===== config.mk =====
export PLATFORM = sky130hd
export DESIGN_NAME = cfg_chain_loader
export DESIGN_NICKNAME = d
export VERILOG_FILES = /design/src/rtl/cfg_loader_pkg.sv /design/src/rtl/cfg_bit_serializer.sv /design/src/rtl/cfg_chain_loader.sv
export SDC_FILE = /design/constraint.sdc
export NUM_CORES = 1
export LEC_CHECK = 0
export ABC_AREA = 1
export BUFFER_PORTS_ARGS = -buffer_cell sky130_fd_sc_hd__buf_2
export CORE_ASPECT_RATIO = 2
export CORE_MARGIN = 2
export CORE_UTILIZATION = 56
export DETAILED_ROUTE_END_ITERATION = 7
export PLACE_DENSITY = 0.89
export SYNTH_ARGS = -nofsm -noshare
export SYNTH_HDL_FRONTEND = slang
export SYNTH_SLANG_ARGS = --single-unit

===== constraint.sdc =====
create_clock -name clk -period 2.2 [get_ports clk]
set_clock_uncertainty 0.05 [all_clocks]
set_input_delay 0.33 -clock clk [delete_from_list [all_inputs] [get_ports clk]]
set_output_delay 0.33 -clock clk [all_outputs]
set_load 0.01 [all_outputs]

===== src/rtl/cfg_loader_pkg.sv =====
// Shared types and sizing helpers for the configuration chain loader.
package cfg_loader_pkg;

  typedef enum logic [2:0] {
    ST_IDLE,
    ST_FETCH,
    ST_SHIFT,
    ST_CHECK,
    ST_DONE,
    ST_ERR
  } state_t;

  localparam int SEG_BITS_DEFAULT     = 80;
  localparam int DONE_TIMEOUT_DEFAULT = 4;
  localparam int BYTE_W               = 8;
  localparam int BIT_IDX_W            = 3;

  // Counter width able to hold 0..n-1, never narrower than one bit.
  function automatic int cnt_width(input int n);
    return (n > 1) ? $clog2(n) : 1;
  endfunction

endpackage


===== src/rtl/cfg_bit_serializer.sv =====
// Byte holding register that presents one bit at a time, MSB first, on a
// registered serial output.
module cfg_bit_serializer
  import cfg_loader_pkg::*;
(
  input  logic              clk,
  input  logic              reset,
  input  logic              load,
  input  logic              shift,
  input  logic [BYTE_W-1:0] data_in,
  output logic              bit_out,
  output logic              empty
);

  logic [BYTE_W-1:0]    byte_q;
  logic [BIT_IDX_W-1:0] bit_idx;
  logic [BIT_IDX_W-1:0] bit_idx_nxt;

  assign bit_idx_nxt = bit_idx - 1'b1;
  assign empty       = (bit_idx == '0);

  // bit_out always mirrors byte_q[bit_idx], so it is updated together with the index.
  always_ff @(posedge clk) begin
    if (reset) begin
      byte_q  <= '0;
      bit_idx <= '0;
      bit_out <= 1'b0;
    end else if (load) begin
      byte_q  <= data_in;
      bit_idx <= BIT_IDX_W'(BYTE_W - 1);
      bit_out <= data_in[BYTE_W-1];
    end else if (shift) begin
      bit_idx <= bit_idx_nxt;
      bit_out <= byte_q[bit_idx_nxt];
    end
  end

endmodule


===== src/rtl/cfg_chain_loader.sv =====
// Loads a byte-wide bitstream into daisy-chained configuration segments, one
// segment enabled at a time, verifying each segment's done flag.
//
// state | meaning
// IDLE  | waiting for start, prgm_b released
// FETCH | requesting the next bitstream byte, chain stalled
// SHIFT | one bit per cycle into the enabled segment
// CHECK | waiting (bounded) for the finished segment's done flag
// DONE  | one-cycle completion pulse
// ERR   | early or missing done; sets the sticky error flag
module cfg_chain_loader
  import cfg_loader_pkg::*;
#(
  parameter int NUM_SEG      = 4,
  parameter int SEG_BITS     = SEG_BITS_DEFAULT,
  parameter int DONE_TIMEOUT = DONE_TIMEOUT_DEFAULT
) (
  input  logic               clk,
  input  logic               reset,
  input  logic               start,
  input  logic [BYTE_W-1:0]  data_in,
  input  logic               data_valid,
  output logic               data_ready,
  input  logic [NUM_SEG-1:0] seg_done_in,
  output logic               prgm_b,
  output logic [NUM_SEG-1:0] seg_prgm_b,
  output logic               bit_out,
  output logic               busy,
  output logic               done,
  output logic               error
);

  localparam int SEG_CNT_W = cnt_width(SEG_BITS);
  localparam int SEG_IDX_W = cnt_width(NUM_SEG);
  localparam int TMO_W     = cnt_width(DONE_TIMEOUT + 1);

  localparam logic [SEG_CNT_W-1:0] LAST_BIT = SEG_CNT_W'(SEG_BITS - 1);
  localparam logic [SEG_IDX_W-1:0] LAST_SEG = SEG_IDX_W'(NUM_SEG - 1);
  localparam logic [TMO_W-1:0]     TMO_LAST = TMO_W'(DONE_TIMEOUT);
  localparam logic [NUM_SEG-1:0]   SEG_ONE  = NUM_SEG'(1);

  state_t               state_q, state_d;
  logic [SEG_IDX_W-1:0] seg_q, seg_d;
  logic [SEG_CNT_W-1:0] bit_cnt_q, bit_cnt_d;
  logic [TMO_W-1:0]     tmo_q, tmo_d;
  logic                 error_q, error_d;
  logic [NUM_SEG-1:0]   seg_en_q, seg_en_d;

  logic ser_load;
  logic ser_shift;
  logic ser_empty;
  logic last_bit;
  logic cur_done;

  cfg_bit_serializer u_ser (
    .clk     (clk),
    .reset   (reset),
    .load    (ser_load),
    .shift   (ser_shift),
    .data_in (data_in),
    .bit_out (bit_out),
    .empty   (ser_empty)
  );

  always_ff @(posedge clk) begin
    if (reset) begin
      state_q   <= ST_IDLE;
      seg_q     <= '0;
      bit_cnt_q <= '0;
      tmo_q     <= '0;
      error_q   <= 1'b0;
      seg_en_q  <= '0;
    end else begin
      state_q   <= state_d;
      seg_q     <= seg_d;
      bit_cnt_q <= bit_cnt_d;
      tmo_q     <= tmo_d;
      error_q   <= error_d;
      seg_en_q  <= seg_en_d;
    end
  end

  always_comb begin
    state_d   = state_q;
    seg_d     = seg_q;
    bit_cnt_d = bit_cnt_q;
    tmo_d     = tmo_q;
    error_d   = error_q;
    ser_load  = 1'b0;
    ser_shift = 1'b0;
    last_bit  = (bit_cnt_q == LAST_BIT);
    cur_done  = seg_done_in[seg_q];

    case (state_q)
      ST_IDLE: begin
        if (start) begin
          state_d   = ST_FETCH;
          error_d   = 1'b0;
          seg_d     = '0;
          bit_cnt_d = '0;
          tmo_d     = '0;
        end
      end
      ST_FETCH: begin
        if (data_valid) begin
          ser_load = 1'b1;
          state_d  = ST_SHIFT;
        end
      end
      ST_SHIFT: begin
        bit_cnt_d = bit_cnt_q + 1'b1;
        // The final bit wins over the early-done check: a segment may legitimately
        // raise done on the same edge that clocks its last bit in.
        if (last_bit) begin
          state_d = ST_CHECK;
          tmo_d   = TMO_W'(1);
        end else if (cur_done) begin
          state_d = ST_ERR;
        end else if (ser_empty) begin
          state_d = ST_FETCH;
        end else begin
          ser_shift = 1'b1;
        end
      end
      ST_CHECK: begin
        if (cur_done) begin
          if (seg_q == LAST_SEG) begin
            state_d = ST_DONE;
          end else begin
            seg_d     = seg_q + 1'b1;
            bit_cnt_d = '0;
            if (ser_empty) begin
              state_d = ST_FETCH;
            end else begin
              ser_shift = 1'b1;
              state_d   = ST_SHIFT;
            end
          end
        end else if (tmo_q == TMO_LAST) begin
          state_d = ST_ERR;
        end else begin
          tmo_d = tmo_q + 1'b1;
        end
      end
      ST_DONE: state_d = ST_IDLE;
      ST_ERR:  state_d = ST_IDLE;
      default: state_d = ST_IDLE;
    endcase

    if (state_d == ST_ERR) error_d = 1'b1;

    // Enables are registered, so they are computed for the state being entered.
    seg_en_d = (state_d == ST_SHIFT) ? (SEG_ONE << seg_d) : '0;
  end

  assign data_ready = (state_q == ST_FETCH);
  assign prgm_b     = !((state_q == ST_FETCH) || (state_q == ST_SHIFT) || (state_q == ST_CHECK));
  assign busy       = (state_q != ST_IDLE);
  assign done       = (state_q == ST_DONE);
  assign error      = error_q;
  assign seg_prgm_b = seg_en_q;

endmodule


After elaboration in Yosys (flattened, before gate mapping)
Index checks and enable logic that the tools add are counted.

Muxes and demuxes: 42. Divide/modulo/power cells: 0. Reductions and logical operators: 14. Eq/ne operators: 15. Bitwise operators: 1. Shift-type cells: 1. Multipliers: 0. $lt $le $gt $ge: 2. $add $sub $neg: 4.

Operators by type and width (number): 3-bit two-way mux (14); 7-bit two-way mux (3); 7-bit case mux with 3 select lines (1); 1-bit two-way mux (14); 2-bit != test, second input constant (6); 3-bit case mux with 4 select lines (1); 3-bit by 2-bit equality test with 1-bit output, second input constant (3); 3-bit equality test, second input constant (3); 3-bit case mux with 3 select lines (1); 2-bit two-way mux (4); 7-bit by 1-bit adder with 7-bit output, second input constant (1); 7-bit equality test, second input constant (1); 3-bit zero test (2); 2-bit nonzero test (3); 3-bit nonzero test (2); 5-bit AND reduction (1); 3-bit by 4-bit less-than comparator with 1-bit output, second input constant (1); 2-bit case mux with 2 select lines (1); 4-bit AND reduction (1); 1-bit by 2-bit << shifter with 4-bit output, first input constant (1); 3-bit by 1-bit adder with 3-bit output, second input constant (1); 1-bit binary-select mux with 3-bit select (1); 3-bit by 1-bit equality test with 1-bit output, second input constant (1); 2-bit by 3-bit less-than comparator with 1-bit output, second input constant (1); 10 further kinds (11).

Memory bits (read-only): 0. Register bits after elaboration: 32. Latch bits: 0. Memory bits (writable): 0. Memories kept: 0.

Longest topological paths before layout
Gate-level depths: netlist (run 1).

Depth in word-level cells: 8. Gate-level depth with buffers: 10. Mapped depth without buffers: 10.

Modules after synthesis
Synthesis (run 1) repeated with hierarchy kept, for this count alone.

Cells, all modules: 252. Area, all modules: 1830.5 µm².

By module, submodules not included: cfg_chain_loader (area an instance 1201.2 µm², seq. area each 400.4 µm², instances 1, cells each 177); cfg_bit_serializer (area an instance 629.4 µm², seq. area each 240.2 µm², instances 1, cells each 75).

Worst setup path after synthesis (run 1)
No wires, ideal clock.

Kind: reg-to-reg. Start point: reg u_ser.bit_idx[0]. End point: reg u_ser.bit_out. Stages on the path, launching flop included: 11. Data arrival time: 1.436 ns. Required time: 2.039 ns. Path buffers: 0. Path slack: 0.603 ns. Path through: dfxtp_1 -> inv_1 -> ha_1 -> inv_1 -> nor2_1 -> nor2_1 -> nand4_4 -> nand3_4 -> inv_2 -> nor2_1 -> nor2_1.

Cells in the longest elaborated chain, start to end: 6. Elaborated cells between the ends (all ways): 13. Classes of those cells: add/sub: 1; mux: 10; reduce/logical: 2.

RTL lines: from (decl) (RTL line cfg_bit_serializer.sv:16) `logic [BIT_IDX_W-1:0] bit_idx;`; from (signal assigned) (RTL line cfg_bit_serializer.sv:30) `bit_idx <= BIT_IDX_W'(BYTE_W - 1);`; from (signal assigned) (RTL line cfg_bit_serializer.sv:33) `bit_idx <= bit_idx_nxt;`; parallel branches: the longest is 6 deep, another holds 3-bit by 1-bit subtractor with 3-bit output; to (signal assigned) (RTL line cfg_bit_serializer.sv:31) `bit_out <= data_in[BYTE_W-1];`; to (signal assigned) (RTL line cfg_bit_serializer.sv:34) `bit_out <= byte_q[bit_idx_nxt];`; to (decl) (RTL line cfg_bit_serializer.sv:11) `output logic bit_out,`.

Parallel ways; which one is timed is not known. The select of a mux whose other input is x is not followed. A chain may end at the register's enable or synchronous reset.

Worst setup path after layout (run 1)
Same ends and word-level chain as after synthesis.

==> results of run 1 <==
-- layer usage --
metal  vias up  GRT usage  part of all wire
li1        900          -                 -
met1       791     0.1986              0.34
met2        48     0.4733              0.59
met3        12    0.05591             0.039
met4         0     0.1322             0.036
met5         -          0                 0
-- cells in the mapped netlist, drive strengths merged --
cell type,instances,area share
nor2,43,0.097
dfxtp,32,0.35
o21ai,13,0.036
nand3b,2,0.015
nand3,20,0.078
nor3,4,0.017
xor2,2,0.0096
or2,2,0.0069
xnor2,2,0.0096
o211ai,1,0.0041
buf,3,0.012
a21oi,16,0.048
nand4,9,0.043
nand2,77,0.17
clkbuf,3,0.0062
ha,5,0.034
inv,31,0.064
-- critical path: cells and delay by family (launching register included) --
| kind | cells | cell delay [ns] |
|---|---|---|
| adders and majority gates | 1 | 0.22 |
| buffers and inverters | 3 | 0.25 |
| and+or+nand+nor | 6 | 0.74 |
| DFF | 1 | 0.44 |
-- final cells by class --
type / instances / area share
clock buffers: 7 / 0.04622
flip-flops and latches: 32 / 0.3073
clock inverters: 1 / 0.01441
repair buffers: 26 / 0.06363
inverters: 31 / 0.05582
multi-input cells: 196 / 0.4940
well taps: 31 / 0.01861
-- through the flow --
step | hold slack [ns] | power, mW
after floorplan | 0.3946 | 0.8109
after global placement | 0.4104 | 0.8700
after detailed placement | 0.4139 | 0.8764
after CTS | 0.2175 | 1.494
after global routing | 0.2332 | 1.545
final | 0.2197 | 1.485
-- final timing paths --
| path | startpoint | slack (ns) | depth (start not counted) | endpoint |
|---|---|---|---|---|
| worst min-delay path | data_in[0] | 0.22 | 3 | u_ser.byte_q[0]$_SDFFE_PP0P_ |
| worst min register to register | error$_SDFFE_PP0P_ | 0.43 | 2 | error$_SDFFE_PP0P_ |
| worst max register to register | u_ser.bit_idx[0]$_SDFFE_PP0P_ | 0.40 | 10 | u_ser.bit_out$_SDFFE_PP0P_ |
| worst max-delay path | u_ser.bit_idx[0]$_SDFFE_PP0P_ | 0.40 | 10 | u_ser.bit_out$_SDFFE_PP0P_ |
-- cell families after synthesis --
family	synth area share
flip-flops	0.3521
adder cells (fa/ha/maj)	0.03439
buffers and inverters	0.08184
XOR/XNOR	0.01926
AO/OA/AOI/OAI	0.08804
AND/OR/NAND/NOR	0.4244
-- sequential cells by signal, indices dropped and copies added (netlist names) --
| signal | flops |
|---|---|
| seg_q | 2 |
| u_ser.bit_out | 1 |
| state_q | 3 |
| u_ser.bit_idx | 3 |
| seg_prgm_b | 4 |
| u_ser.byte_q | 8 |
| tmo_q | 3 |
| error | 1 |
| bit_cnt_q | 7 |
-- power by group through the flow --
stage                     clock network (mW)  registers (mW)  logic [mW]
after floorplan                            0           0.636       0.175
after global placement                     0           0.638       0.232
after detailed placement                   0           0.639       0.238
after CTS                              0.628           0.626       0.241
after global routing                   0.646           0.628       0.271
final                                  0.619           0.626       0.240
==> reports/metrics.csv, run 1 <==
metric;value;unit
status;finished clean;
overflow;0;
fillers;279;
cts_root_buffer;clkbuf_8;
wl_per_cell;12.36;um
drt_iter0_markers;36;
critPathMaxStageDelay;0.44;ns
io_buffers;25;
worst_path_max_delay_cell;dfxtp_1;
ant_nets;0;
grt_max_degree;19;
crit_chain;inv_1, ha_1, inv_1, nor2_1, nor2_1, nand4_4, nand3_4, inv_2, nor2_1, nor2_1;
gp_congestion;0.8435;
finalNetCount;313;
syn_nets;286;
syn-instance-count;265;
hpwl;3081;um
cts_buffers;5;
die_area;3748;um2
grt_pass1_vias;1682;
layout_common_cells;71 x nand2_1, 37 x nor2_1, 32 x dfxtp_1, 25 x buf_2, 22 x inv_1;
die_h;84.61;um
cts_tree;done;
ctsResizeCount;0;
synth_warnings;0;
seqPwrFrac;0.422;
fin_tns_setup;0;ns
leakagePower;0.9704;nW
n_antenna_cell;0;
final-setup-viol-count;0;
route.vias.total;1751;
netSwitchingPower;0.3936;mW
via_per_inst;5.404;
fin_crit;1.799;ns
worst_hold_path_type;in -> reg;
synth_seq_cells;32;
yosysUniqueCellTypes;30;
clk_latency;0.29;ns
comb_power_share;0.162;
syn_area_per_cell;6.865;um2
hold_buffers;0;
yosysSeqAreaShare;0.3521;
crit_top_cell;nor2_1;
multi_input_area;1030;um2
drive_gt1_frac;0.2355;
synth_area;1819;um2
h-tree-depth;2;
worstPathMaxFanout;7;
die_x;44.30;um
fin_crit_sh;0.8177;
swShare;0.2651;
clock_sinks;32;
worst_slack;0.4010;ns
drc;0;
fmax;555.9;MHz
max_slew.worst_pin.slew;0.5371;ns
drt_first_pass_iters;4;
antenna_found_initial;0;
place_ws;0.4226;ns
intPower;1.091;mW
coreArea;3120;um2
postLayoutCoreUtil;0.6680;
start_kind;flop;
dp.cells;316;
place_area;1958;um2
regArea;640.6;um2
crit_type;reg -> reg;
rsz0062_at_grt;no;
slew_headroom;0.6416;
initial_core_util;0.5830;
crit_arrival;1.94;ns
cts.path.max_buffers;2;
max-cap-violations;0;
ioPinCount;26;
power_density;712.3;nW/um2
clkPwrFrac;0.417;
final_common_cell;nand2_1;
routed_wl;4004;um
fin_area;2085;um2
slew_viol_final;0;
grt_first_pass_wirelength;6720;um
grt_usage;0.2415;
fin_cells;324;
clk_pin_slew;0.07;ns
post_cts.repair.setup_buffers;0;
endpoint_kind;flop;
cp.required;2.34;ns
vdd_ir_drop_max;0.6422;mV
hold_viol;0;
num_rows;29;
syn2layout_area_growth;14.58;%
No activity file was read; power rests on OpenSTA's default activity.
==> run 2: changes to the inputs <==
--- a/config.mk
+++ b/config.mk
@@ -5,13 +5,13 @@
 export SDC_FILE = /design/constraint.sdc
 export NUM_CORES = 1
 export LEC_CHECK = 0
-export ABC_AREA = 1
+export ABC_AREA = 0
 export BUFFER_PORTS_ARGS = -buffer_cell sky130_fd_sc_hd__buf_2
 export CORE_ASPECT_RATIO = 2
 export CORE_MARGIN = 2
 export CORE_UTILIZATION = 56
 export DETAILED_ROUTE_END_ITERATION = 7
-export PLACE_DENSITY = 0.89
+export PLACE_DENSITY = 0.9
 export SYNTH_ARGS = -nofsm -noshare
 export SYNTH_HDL_FRONTEND = slang
 export SYNTH_SLANG_ARGS = --single-unit
==> constraint.sdc (replaced) <==
create_clock -name clk -period 1.9 [get_ports clk]
set_clock_uncertainty 0.05 [all_clocks]
set_input_delay 0.285 -clock clk [delete_from_list [all_inputs] [get_ports clk]]
set_output_delay 0.285 -clock clk [all_outputs]
set_load 0.01 [all_outputs]
==> run 2 against run 1 <==
  * The flow now finishes with violations (setup timing)
  * Clock power rose by 4.5%
  * Combinational power increased by 38%
  * Routed wire length up 26%
  * Sequential power is 14% higher
  * Register-to-register slack worse by 0.57 ns
  * Clock-buffer cell count fell by 1
  * Sequential share of layout area decreased by 1.5 points
  * Hold slack got worse by 0.033 ns
  * Fmax down 13%
  * Via count is 4.3% higher
  * Non-clock buffer count up 26
  * Critical endpoint is now u_ser.bit_idx[1]$_SDFFE_PP0P_
  * Largest power group unchanged
==> reports/metrics.csv, run 2 <==
metric;value;unit;change
status;complete, but fails checks;;was finished clean
failed_checks;setup timing;;
use_met1;0.2757;;was 0.1986
critPathMaxStageDelay;0.55;ns;was 0.44 ns
via_per_inst;6.664;;was 5.404
rsz0062_at_grt;yes;;was no
grt_use_met3;0.04783;;was 0.05591
grt_first_pass_wirelength;7038;um;was 6720 um
layout_common_cells;29 x nand2_1, 29 x dfxtp_1, 26 x buf_4, 25 x buf_2, 16 x nor2_1;;was 71 x nand2_1, 37 x nor2_1, 32 x dfxtp_1, 25 x buf_2, 22 x inv_1
finalNetCount;264;;was 313
fin_crit_sh;1.088;;was 0.8177
clk_pin_slew;0.07;ns;about the same
crit_type;reg -> reg;;unchanged
die_x;43.07;um;was 44.30 um
start_kind;flop;;unchanged
hold_slack;0.1868;ns;was 0.2197 ns
drt_iter0_markers;121;;was 36
fin_area;2206;um2;was 2085 um2
routed_wl;5058;um;was 4004 um
yosysSeqAreaShare;0.3748;;was 0.3521
num_rows;28;;was 29
cts_root_buffer;clkbuf_8;;unchanged
n_antenna_cell;0;;unchanged
dp.cells;264;;was 316
post-synth-top-count-cell;dfxtp_1;;was nand2_1
die_area;3537;um2;was 3748 um2
syn_area_per_cell;8.720;um2;was 6.865 um2
cts_buffers;5;;unchanged
syn_nets;217;;was 286
clk_latency;0.28;ns;was 0.29 ns
grt_usage;0.2613;;was 0.2415
synth_seq_cells;32;;unchanged
clock_sinks;32;;unchanged
syn2layout_area_growth;29.06;%;was 14.58%
synth_edf_count;0;;unchanged
fin_crit;2.066;ns;was 1.799 ns
fin_cells;274;;was 324
worst_hold_path_type;in -> reg;;unchanged
place_ws;-0.1299;ns;was 0.4226 ns
grt_busiest_layer;met2;;unchanged
cts_tree;done;;unchanged
drc;0;;unchanged
fmax;483.9;MHz;was 555.9 MHz
grt_max_degree;27;;was 19
fin_tns_setup;-0.9154;ns;was 0 ns
synth_area;1709;um2;was 1819 um2
startpoint;seg_q[0]$_SDFF_PP0_;;was u_ser.bit_idx[0]$_SDFFE_PP0P_
worstPathMaxFanout;7;;unchanged
grt_pass1_vias;1660;;was 1682
coreArea;2943;um2;was 3120 um2
worst_path_max_delay_cell;mux4_2;;was dfxtp_1
synth_warnings;0;;unchanged
synth-async-reset-ratio;0;;unchanged
drt_first_pass_iters;6;;was 4
drive_gt1_frac;0.3811;;was 0.2355
cts.path.max_buffers;2;;unchanged
crit_family;compound AO/OA/AOI/OAI gates;;was simple AND/OR/NAND/NOR gates
r2r_start;seg_q[0]$_SDFF_PP0_;;was u_ser.bit_idx[0]$_SDFFE_PP0P_
hold_viol;0;;unchanged
yosysUniqueCellTypes;49;;was 30
power_density;765.8;nW/um2;was 712.3 nW/um2
hpwl;2956;um;was 3081 um
io_buffers;25;;unchanged
route.vias.total;1826;;was 1751
met2_usage;0.4712;;was 0.4733
path_buf_inv;2;;was 3
postLayoutCoreUtil;0.7496;;was 0.6680
worstHoldStart;data_in[3];;was data_in[0]
ant_nets;0;;unchanged
place_area;1986;um2;was 1958 um2
crit_chain;mux4_2, buf_6, buf_4, o221ai_2, nor3_2, a311oi_2;;was inv_1, ha_1, inv_1, nor2_1, nor2_1, nand4_4, nand3_4, inv_2, nor2_1, nor2_1
leakagePower;0.8807;nW;was 0.9704 nW
slew_headroom;0.7042;;was 0.6416
syn-instance-count;196;;was 265
wl_per_cell;18.46;um;was 12.36 um
top_register;u_ser.byte_q;;unchanged
antenna_found_initial;0;;unchanged
ys_top_cells_by_count;32 x dfxtp_1, 30 x nand2_1, 18 x a21oi_1, 16 x nor2_1, 8 x inv_1;;was 71 x nand2_1, 37 x nor2_1, 32 x dfxtp_1, 22 x inv_1, 14 x a21oi_1
ioPinCount;26;;unchanged
largest_register_ffs;8;;unchanged
cp.required;2.04;ns;was 2.34 ns
h-tree-depth;2;;unchanged
power.total;1.689;mW;was 1.485 mW
synth_top_area_cell;dfxtp_1;;unchanged
die_h;82.13;um;was 84.61 um
initial_core_util;0.5808;;was 0.5830
synth_top_area_share;0.3748;;was 0.3521
overflow;0;;unchanged
crit_arrival;2.20;ns;was 1.94 ns
worst_slack;-0.1665;ns;was 0.4010 ns
synthTopCellsByArea;dfxtp_1 37%, nand2_1 6.6%, a21oi_1 5.3%;;was dfxtp_1 35%, nand2_1 15%, nor2_1 7.6%
endpoint_kind;flop;;unchanged
ys.flop_type;dfxtp_1;;unchanged
max_slew.worst_pin.slew;0.4427;ns;was 0.5371 ns
final-setup-viol-count;9;;was 0
slew_viol_final;0;;unchanged
vdd_ir_drop_max;0.7022;mV;was 0.6422 mV
max-cap-violations;0;;unchanged
gp_congestion;0.9658;;was 0.8435
hold_buffers;0;;unchanged
## run 2: cell count changes in the layout (fill, tap and decap cells not counted), sizes merged, moves of 4 or more
cell / previous run / this run
nand2: 77 / 30
nor2: 43 / 16
buf: 26 / 52
inv: 31 / 8
nand3: 20 / 5
o21ai: 13 / 2
nand4: 9 / 2
nor3b: 0 / 6
a211oi: 0 / 5
a311oi: 0 / 4
## run 2: report_power, final
part	leakage, nW	switching, mW	internal, mW
combinational	0.565	0.188	0.144
sequential	0.260	0.0180	0.693
clock	0.0552	0.257	0.389
total	0.881	0.463	1.23
## run 2: worst paths after layout
| check | end | slack, ns | cells after the start |
|---|---|---|---|
| min | u_ser.byte_q[3]$_SDFFE_PP0P_ | 0.19 | 3 |
| max reg2reg | u_ser.bit_idx[1]$_SDFFE_PP0P_ | -0.17 | 6 |
| max | u_ser.bit_idx[1]$_SDFFE_PP0P_ | -0.17 | 6 |
| min reg2reg | u_ser.byte_q[4]$_SDFFE_PP0P_ | 0.41 | 2 |
## run 2: layout make-up
class / count / area, um2
Multi-Input combinational cell: 144 / 1055
Fill cell: 206 / 737.0
Sequential cell: 32 / 644.4
Timing Repair Buffer: 52 / 331.6
Clock buffer: 6 / 72.57
Tap cell: 30 / 37.54
Clock inverter: 2 / 35.03
Inverter: 8 / 30.03
## run 2: repair_timing
item / 4_1_cts / 5_1_grt
pin swaps: 2 / 7
setup buffers: 0 / 2
gates resized for setup: 4 / 17
setup endpoints to repair: 10 / 15
## run 2: worst register-to-register path, stage by stage, from the launching register on
cell      delay (ns)
dfxtp_2         0.35
mux4_2          0.55
buf_6           0.17
buf_4           0.14
o221ai_2        0.28
nor3_2          0.11
a311oi_2        0.32
## run 2: kinds of logic after synthesis
kind of cell             Yosys count  share of synthesized area
AND/OR/NAND/NOR                   80                     0.2452
AO/OA/AOI/OAI                     52                     0.2145
flip-flops                        32                     0.3748
buffers and inverters             20                    0.06734
multiplexers                       5                    0.05124
adder cells (fa/ha/maj)            5                    0.03660
XOR/XNOR                           2                    0.01025
## run 2: per-layer routing
metal	up-vias	part of all wire
met5	-	0
met4	0	0.063
met3	38	0.073
met2	129	0.52
met1	855	0.34
li1	804	-
==> run 3: changes to the inputs <==
--- a/config.mk
+++ b/config.mk
@@ -7,9 +7,10 @@
 export LEC_CHECK = 0
 export ABC_AREA = 0
 export BUFFER_PORTS_ARGS = -buffer_cell sky130_fd_sc_hd__buf_2
-export CORE_ASPECT_RATIO = 2
+export CORE_ASPECT_RATIO = 1.1
 export CORE_MARGIN = 2
 export CORE_UTILIZATION = 56
+export CTS_CLUSTER_SIZE = 28
 export DETAILED_ROUTE_END_ITERATION = 7
 export PLACE_DENSITY = 0.9
 export SYNTH_ARGS = -nofsm -noshare
==> run 3 against run 2 <==
  * Cell area increased by 2.6%
  * Power decreased by 5.0%
  * First-iteration DRC count increased by 19%
  * Routed wire length decreased by 7.1%
  * Sequential cell count is the same
  * Non-clock buffer count increased by 6
  * Die area is 0.75% lower
  * The run still ends with setup timing left
  * Register-to-register slack better by 0.09 ns
  * Clock power shrank 17%
==> reports/metrics.csv, run 3 (synthesis results as in run 2) <==
metric;value;unit;change
cts_buffers;5;;unchanged
hold_viol;0;;unchanged
vdd_ir_drop_max;0.6440;mV;was 0.7022 mV
die_area;3510;um2;was 3537 um2
rsz0062_at_grt;yes;;unchanged
final_common_cell;buf_4;;
cts_root_buffer;clkbuf_4;;was clkbuf_8
route.vias.total;1710;;was 1826
routed_wl;4699;um;was 5058 um
grt_max_degree;27;;unchanged
drc;0;;unchanged
cp.required;2.12;ns;was 2.04 ns
gp_congestion;0.8676;;was 0.9658
num_rows;21;;was 28
h-tree-depth;2;;unchanged
worstPathMaxFanout;4;;was 7
layout_common_cells;30 x buf_4, 29 x nand2_1, 29 x dfxtp_1, 25 x buf_2;;was 29 x nand2_1, 29 x dfxtp_1, 26 x buf_4, 25 x buf_2, 16 x nor2_1
via_per_inst;6.021;;was 6.664
coreArea;2969;um2;was 2943 um2
fin_area;2262;um2;was 2206 um2
ant_nets;0;;unchanged
grt_first_pass_wirelength;6644;um;was 7038 um
initial_core_util;0.5756;;was 0.5808
start_kind;flop;;unchanged
worst_slack;-0.07603;ns;was -0.1665 ns
io_buffers;25;;unchanged
crit_type;reg -> reg;;unchanged
reg2reg_slack;-0.08;ns;was -0.17 ns
wl_per_cell;16.55;um;was 18.46 um
grt_pass1_vias;1580;;was 1660
antenna_found_initial;0;;unchanged
cts_tree;done;;unchanged
worst_hold_path_type;in -> reg;;unchanged
cts.path.max_buffers;2;;unchanged
crit_arrival;2.20;ns;about the same
critPathMaxStageDelay;0.55;ns;about the same
crit_chain;mux4_2, o211a_1, buf_6, o31a_4, a311oi_2;;was mux4_2, buf_6, buf_4, o221ai_2, nor3_2, a311oi_2
hold_buffers;0;;unchanged
clock_sinks;32;;unchanged
place_ws;-0.1263;ns;was -0.1299 ns
syn2layout_area_growth;32.36;%;was 29.06%
drt_iter0_markers;144;;was 121
failed_checks;setup timing;;unchanged
die_h;61.94;um;was 82.13 um
fin_crit_sh;1.040;;was 1.088
postLayoutCoreUtil;0.7619;;was 0.7496
drt_first_pass_iters;4;;was 6
power_density;709.4;nW/um2;was 765.8 nW/um2
ioPinCount;26;;unchanged
endpoint_kind;flop;;unchanged
largest_register_ffs;8;;unchanged
slew_viol_final;0;;unchanged
top_register;u_ser.byte_q;;unchanged
die_x;56.68;um;was 43.07 um
n_antenna_cell;0;;unchanged
hpwl;2933;um;was 2956 um
worst_path_max_delay_cell;mux4_2;;unchanged
clk_latency;0.36;ns;was 0.28 ns
final-setup-viol-count;6;;was 9
place_area;2021;um2;was 1986 um2
overflow;0;;unchanged
finalNetCount;270;;was 264
status;complete, but fails checks;;unchanged
fin_tns_setup;-0.2496;ns;was -0.9154 ns
max-cap-violations;0;;unchanged
clk_pin_slew;0.11;ns;was 0.07 ns
slew_headroom;0.6626;;was 0.7042
fin_crit;1.976;ns;was 2.066 ns
max_slew.worst_pin.slew;0.4993;ns;was 0.4427 ns
fmax;506.1;MHz;was 483.9 MHz
leakagePower;0.9031;nW;was 0.8807 nW
grt_usage;0.2507;;was 0.2613
drive_gt1_frac;0.4000;;was 0.3811
[run 3: cell count changes in the layout (fill, tap and decap cells not counted), sizes merged]
| cell | delta |
|---|---|
| clkinvlp | +1 |
| clkbuf | -1 |
| buf | +6 |
[run 3: what timing repair did]
item	CTS	global route
gates resized for setup	9	19
pin swaps	10	14
setup endpoints to repair	13	17
buffers inserted	3	2
[run 3: worst max-delay path: cells and delay by family (launching register included)]
| kind | cells | cell delay [ns] |
|---|---|---|
| mux | 1 | 0.55 |
| flops | 1 | 0.36 |
| buf+inv | 1 | 0.14 |
| compound gates | 3 | 0.79 |
[run 3: path summary, 6_finish.rpt]
kind	from	endpoint	cells after the start
max	seg_q[0]$_SDFF_PP0_	u_ser.bit_idx[1]$_SDFFE_PP0P_	5
min	data_in[5]	u_ser.byte_q[5]$_SDFFE_PP0P_	3
max reg2reg	seg_q[0]$_SDFF_PP0_	u_ser.bit_idx[1]$_SDFFE_PP0P_	5
min reg2reg	u_ser.byte_q[4]$_SDFFE_PP0P_	u_ser.byte_q[4]$_SDFFE_PP0P_	2
[run 3: layout make-up]
type | instances | area, um2
multi-input cells | 144 | 1081
fillers | 216 | 706.9
flip-flops and latches | 32 | 644.4
repair buffers | 58 | 384.1
clock inverters | 3 | 42.54
well taps | 34 | 42.54
clock buffers | 5 | 37.54
inverters | 8 | 30.03
[run 3: routing by layer]
layer,GRT usage,vias up,routed length (um),part of all wire
met5,0,-,0,0
met4,0.1429,0,153,0.033
met3,0.07660,16,226,0.048
met2,0.4419,64,2397,0.51
met1,0.2740,818,1921,0.41
li1,-,812,-,-
[run 3: stage by stage]
stage | cells | power, mW | hold slack, ns
floorplan | 196 | 0.8996 | 0.3710
finish | 284 | 1.605 | 0.1053
CTS | 283 | 1.562 | 0.09431
global route | 284 | 1.666 | 0.1107
global placement | 272 | 1.005 | 0.3922
detailed placement | 272 | 1.016 | 0.3989
[run 3: where the power goes]
| part | switching, mW | internal (mW) |
|---|---|---|
| logic | 0.191 | 0.170 |
| clock network | 0.263 | 0.274 |
| registers | 0.0143 | 0.692 |
